<file path="src/rtl/rv_ifetch_buf.sv">
// rv_ifetch_buf: instruction fetch unit with a 2-entry prefetch FIFO.
// Owns the fetch PC, drives the ROM word address, and captures
// {pc, instr} pairs into a small FIFO. Decode reads the head entry
// through a valid/ready handshake. A redirect from execute flushes the
// FIFO and restarts fetch at the (word-aligned) target.
module rv_ifetch_buf #(
    parameter int unsigned           DATA_WIDTH = 32,
    parameter int unsigned           ROM_DEPTH  = 1024,
    parameter int unsigned           AW         = $clog2(ROM_DEPTH),
    parameter logic [DATA_WIDTH-1:0] RESET_PC   = '0
) (
    input  logic                  clk,
    input  logic                  rstn,
    output logic [AW-1:0]         instr_addr_o,
    input  logic [DATA_WIDTH-1:0] instr_i,
    input  logic                  redirect_i,
    input  logic [DATA_WIDTH-1:0] redirect_pc_i,
    output logic                  valid_o,
    input  logic                  ready_i,
    output logic [DATA_WIDTH-1:0] instr_o,
    output logic [DATA_WIDTH-1:0] pc_o
);

    localparam int unsigned DEPTH = 2;

    // Sequential PC step; wraps modulo 2^DATA_WIDTH by truncation.
    function automatic logic [DATA_WIDTH-1:0] pc_plus4(input logic [DATA_WIDTH-1:0] pc);
        return pc + DATA_WIDTH'(4);
    endfunction

    // Redirect targets are byte addresses; the two low bits are dropped.
    function automatic logic [DATA_WIDTH-1:0] word_align(input logic [DATA_WIDTH-1:0] pc);
        return pc & ~DATA_WIDTH'(3);
    endfunction

    logic [DATA_WIDTH-1:0] fetch_pc;
    logic [DATA_WIDTH-1:0] pc_mem    [DEPTH];
    logic [DATA_WIDTH-1:0] instr_mem [DEPTH];
    logic                  wr_ptr;
    logic                  rd_ptr;
    logic [1:0]            count;

    logic                  full;
    logic                  pop;
    logic                  push;

    // ---- fetch stage: ROM address and handshake control ----

    // The ROM address follows fetch_pc directly; when the FIFO is full
    // the PC simply holds and the same word is re-read next cycle.
    assign instr_addr_o = fetch_pc[AW+1:2];

    assign full    = (count == 2'd2);
    assign valid_o = (count != 2'd0);
    assign pop     = valid_o & ready_i;
    // A pop frees a slot in the same cycle, so a full FIFO can still
    // accept when decode is draining it. Redirect suppresses the push.
    assign push    = ~redirect_i & (~full | pop);

    // Fetch PC: redirect wins, otherwise advance on every accepted push.
    always_ff @(posedge clk or negedge rstn) begin
        if (!rstn) begin
            fetch_pc <= RESET_PC;
        end else if (redirect_i) begin
            fetch_pc <= word_align(redirect_pc_i);
        end else if (push) begin
            fetch_pc <= pc_plus4(fetch_pc);
        end
    end

    // FIFO pointers and occupancy; a redirect discards every entry,
    // including one handed to decode in the same cycle.
    always_ff @(posedge clk or negedge rstn) begin
        if (!rstn) begin
            wr_ptr <= 1'b0;
            rd_ptr <= 1'b0;
            count  <= 2'd0;
        end else if (redirect_i) begin
            wr_ptr <= 1'b0;
            rd_ptr <= 1'b0;
            count  <= 2'd0;
        end else begin
            if (push) begin
                wr_ptr <= ~wr_ptr;
            end
            if (pop) begin
                rd_ptr <= ~rd_ptr;
            end
            case ({push, pop})
                2'b10:   count <= count + 2'd1;
                2'b01:   count <= count - 2'd1;
                default: count <= count;
            endcase
        end
    end

    // ---- buffer stage: registered {pc, instr} storage ----

    // Capture the ROM word together with the PC that addressed it.
    always_ff @(posedge clk or negedge rstn) begin
        if (!rstn) begin
            for (int i = 0; i < int'(DEPTH); i++) begin
                pc_mem[i]    <= '0;
                instr_mem[i] <= '0;
            end
        end else if (push) begin
            pc_mem[wr_ptr]    <= fetch_pc;
            instr_mem[wr_ptr] <= instr_i;
        end
    end

    // ---- decode interface: head slot, no path from instr_i ----

    assign instr_o = instr_mem[rd_ptr];
    assign pc_o    = pc_mem[rd_ptr];

endmodule

</file>
<file path="config.mk">
export PLATFORM = sky130hd
export DESIGN_NAME = rv_ifetch_buf
export DESIGN_NICKNAME = d
export VERILOG_FILES = /design/src/rtl/rv_ifetch_buf.sv
export SDC_FILE = /design/constraint.sdc
export NUM_CORES = 1
export LEC_CHECK = 0
export ABC_AREA = 1
export CORE_MARGIN = 2
export CORE_UTILIZATION = 53
export DETAILED_ROUTE_END_ITERATION = 10
export PLACE_DENSITY = 0.81
export RECOVER_POWER = 25
export SYNTH_ARGS = -nofsm -noshare
export SYNTH_HDL_FRONTEND = slang
export SYNTH_SLANG_ARGS = --single-unit
</file>
<file path="constraint.sdc">
create_clock -name clk -period 1.8 [get_ports clk]
set_input_delay 0.36 -clock clk [delete_from_list [all_inputs] [get_ports clk]]
set_output_delay 0.36 -clock clk [all_outputs]
set_load 0.05 [all_outputs]
</file>
==> run_results.csv <==
group,metric,value,unit
worst_setup_path,critical_path_arrival,1.54,ns
synthesis,synth_cells,1022,
layout,syn_to_final_growth,43.1,%
clock_network,htreeDepth,4,
floorplanning,pin_count,143,
run,maxCapViolCount,0,
drt,wl_per_cell,17.6,µm
global_route,antenna_found_initial,0,
status,violations,"setup timing",
power,vdd_ir_drop_max,0.555,mV
sta,post-route-period-util,106,%
status,status,"finished, violations left",
drt,dr.pass1.iters,5,
worst_setup_path,crit_buf_inv,4,
place,port-buffer-count,138,
drt,avgViaCountPerCell,5.50,
global_route,grt_pass1_wl,33700,µm
clock_network,cts_tree,"done",
synthesis,synth_top_family_by_area,"simple AND/OR/NAND/NOR gates",
sta,max_slew_margin,18.7,%
layout,antenna-diode-count,0,
clock_network,cts_sinks,158,
synthesis,yosysUniqueCellTypes,36,
floorplanning,start_util,54.2,%
drt,antenna_left,0,
floorplanning,fp.dieArea,0.0159,mm²
synthesis,syn_area,0.00788,mm²
worst_setup_path,worstSetupStartpoint,"rd_ptr$_DFFE_PN0P_",
worst_setup_path,cp_top_family,"buffers and inverters",
sta,finalHoldViolCount,0,
worst_setup_path,path_max_fanout,5,
min_path,hold_path.class,"register to register",
worst_setup_path,critPathKind,"register to output pin",
sta,drv_slew,0,
synthesis,synth_mux_area_share,0,%
global_route,gr-usage-all-layers,26.7,%
worst_setup_path,cp_slowest_cell,"dfrtp_2",
synthesis,synth.area.top_cells,"dfrtp_1 50%, nand2_1 20%, o21ai_1 5.8%",
floorplanning,coreArea,0.0145,mm²
drt,drc,0,
worst_setup_path,crit-reg2reg-launch,"fetch_pc[2]$_DFFE_PN0P_",
synthesis,synth_compound_area_share,11.0,%
sta,fin_setup_tns,-3.79,ns
layout,fin_cells,1356,
global_route,grt_start_max_net_pins,80,
clock_network,cts_buffer_depth,2,
global_route,first_global_vias,6885,
sta,rsz0062_at_grt,"yes",
sta,fmax,526,MHz
worst_setup_path,path_cells,"buf_12 > clkinv_8 > buf_6 > nand2_1 > nand2_2 > buf_12",
worst_setup_path,crit_path_start_kind,"register",
synthesis,synthMostInstantiatedCell,"nand2_1",
clock_network,cts.clk_slew.worst_paths,0.06,ns
floorplanning,die_x,126,µm
layout,nets,1230,
synthesis,synthAdderAreaFrac,0.159,%
synthesis,synth-seq-cells,158,
layout,utilization,77.6,%
synthesis,ys_top_cells_by_count,"424 x nand2_1, 158 x dfrtp_1, 91 x o21ai_1",
place,place_hpwl,14000,µm
worst_setup_path,crit_path_end_kind,"output pin",
clock_network,insertion_delay,0.43,ns
drt,finalWirelength,23900,µm
clock_network,cts_buffers,17,
global_route,overflow,0,
synthesis,synthSimpleGateAreaFrac,29.3,%
worst_setup_path,cpPeakStageDelay,0.41,ns
synthesis,async_reset_ff_share,100,%
min_path,min_from,"instr_mem[57]$_DFFE_PN0P_",
synthesis,ys.flop_type,"dfrtp_1",
clock_network,root_buffer,"clkbuf_16",
synthesis,synth_edf_count,0,
synthesis,yosys_warnings,0,
place,dpl.cell_count,1313,
sta,setup_viol_count_final,62,
power,p_leak,5.41,nW
synthesis,synth-seq-area-share,50.2,%
place,gp_congestion,0.949,
layout,drive_gt1_share,25.1,%
drt,drt_iter0_drc,911,
synthesis,yosys.area.top_type,"dfrtp_1",
sta,worst_pin_slew,1.22,ns
power,power.density,1170,mW/mm²
sta,worst_clock_skew,0.00867,ns
sta,finalCriticalPeriod,1.90,ns
drt,vias,7453,
worst_setup_path,crit_top_cell,"buf_12",
floorplanning,die_h,126,µm
synthesis,yosys.area.top_type_share,50.2,%
synthesis,synthXorXnorAreaFrac,0.222,%
synthesis,syn_area_per_cell,7.71,µm²
worst_setup_path,cp.required,1.44,ns
floorplanning,rows,44,
sta,fin_hold_ws,0.481,ns
sta,fin_ws,-0.100,ns
-- metrics by stage --
step                      cell area (µm²)  setup slack [ns]  power (mW)
final                               11300            -0.100        13.2
after global routing                11300            -0.125        13.7
after CTS                           10800           -0.0974        12.8
after detailed placement            10100           -0.0706        9.11
after global placement              10100           -0.0117        9.00
after floorplan                      7890             0.111        7.07
-- routing by layer --
| metal | up-vias | routed length (µm) | GRT usage (%) |
|---|---|---|---|
| met5 | - | 0 | 0 |
| met3 | 64 | 1580 | 5.18 |
| li1 | 3504 | - | - |
| met2 | 331 | 12000 | 44.4 |
| met1 | 3554 | 9390 | 34.8 |
| met4 | 0 | 950 | 10.3 |
-- report_power, final --
| part | leakage (nW) | internal [mW] | switching [mW] |
|---|---|---|---|
| registers | 1.95 | 4.19 | 0.502 |
| clock network | 0.289 | 2.23 | 1.37 |
| logic | 3.17 | 2.11 | 2.83 |
| total | 5.41 | 8.53 | 4.70 |
-- cell usage in the layout (no fill, tap or decap), types with 2 or more instances in the layout --
cell / synthesis / final
buf_16: 0 / 2
nand2_1: 424 / 325
clkinv_2: 0 / 5
o22ai_1: 3 / 3
dfrtp_1: 158 / 156
nand2_4: 3 / 23
dlygate4sd3_1: 0 / 2
inv_2: 3 / 2
dfrtp_2: 0 / 2
clkbuf_1: 21 / 3
nor2_1: 49 / 49
conb_1: 1 / 2
bufinv_16: 0 / 3
o21ai_2: 20 / 20
buf_4: 12 / 27
clkbuf_16: 0 / 24
o21ai_0: 25 / 25
nand2_2: 11 / 90
o211ai_1: 6 / 6
nand4_1: 6 / 6
clkbuf_8: 0 / 2
buf_12: 0 / 73
clkinv_8: 0 / 2
inv_1: 80 / 80
o21ai_1: 91 / 91
nor2_2: 6 / 6
xor2_1: 2 / 2
a21boi_0: 2 / 2
nor3_1: 3 / 3
nand3_1: 50 / 50
a21oi_1: 6 / 6
buf_8: 0 / 2
clkdlybuf4s50_1: 0 / 63
nor2_4: 3 / 3
-- final timing paths --
kind	cells after the start	slack (ns)	endpoint
min in group asynchronous	2	0.73	fetch_pc[5]$_DFFE_PN0P_
max in group asynchronous	3	0.19	rd_ptr$_DFFE_PN0P_
min	2	0.48	instr_mem[57]$_DFFE_PN0P_
max reg2reg	7	0.07	fetch_pc[14]$_DFFE_PN0P_
min reg2reg	2	0.48	instr_mem[57]$_DFFE_PN0P_
max	6	-0.10	instr_o[2]
-- worst min-delay path, stage by stage, from the launching register on --
cell and delay (ns):
dfrtp_1 0.34, nand2_1 0.06, o21ai_2 0.05
-- sequential cells by signal, summed over array words and instances (netlist names) --
| signal | count |
|---|---|
| count | 2 |
| wr_ptr | 1 |
| instr_mem | 64 |
| pc_mem | 60 |
| fetch_pc | 30 |
| rd_ptr | 1 |
-- cells by family after synthesis --
family,count (synthesis)
DFF,158
other,1
and+or+nand+nor,561
xor gates and xnor gates,2
adders and majority gates,1
buffers and inverters,145
AOI/OAI and AO/OA,154
-- final cells by class --
| cell class | instances | area (µm²) |
|---|---|---|
| well taps | 184 | 230 |
| repair inverters | 1 | 16.3 |
| multi-input cells | 720 | 3570 |
| clock buffers | 22 | 464 |
| flip-flops and latches | 158 | 3960 |
| clock inverters | 8 | 115 |
| fillers | 928 | 3250 |
| inverters | 85 | 339 |
| repair buffers | 178 | 2590 |
-- repair_timing --
| item | 4_1_cts | 5_1_grt |
|---|---|---|
| endpoints found under the setup margin | 62 | 65 |
| endpoints found under the hold margin | 45 | 0 |
| pin swaps | 0 | 13 |
| setup buffers | 0 | 2 |
| hold buffers | 1 | 0 |
| gates cloned | 1 | 9 |
| gates resized for setup | 57 | 78 |
(Power assumes the default switching activity.)
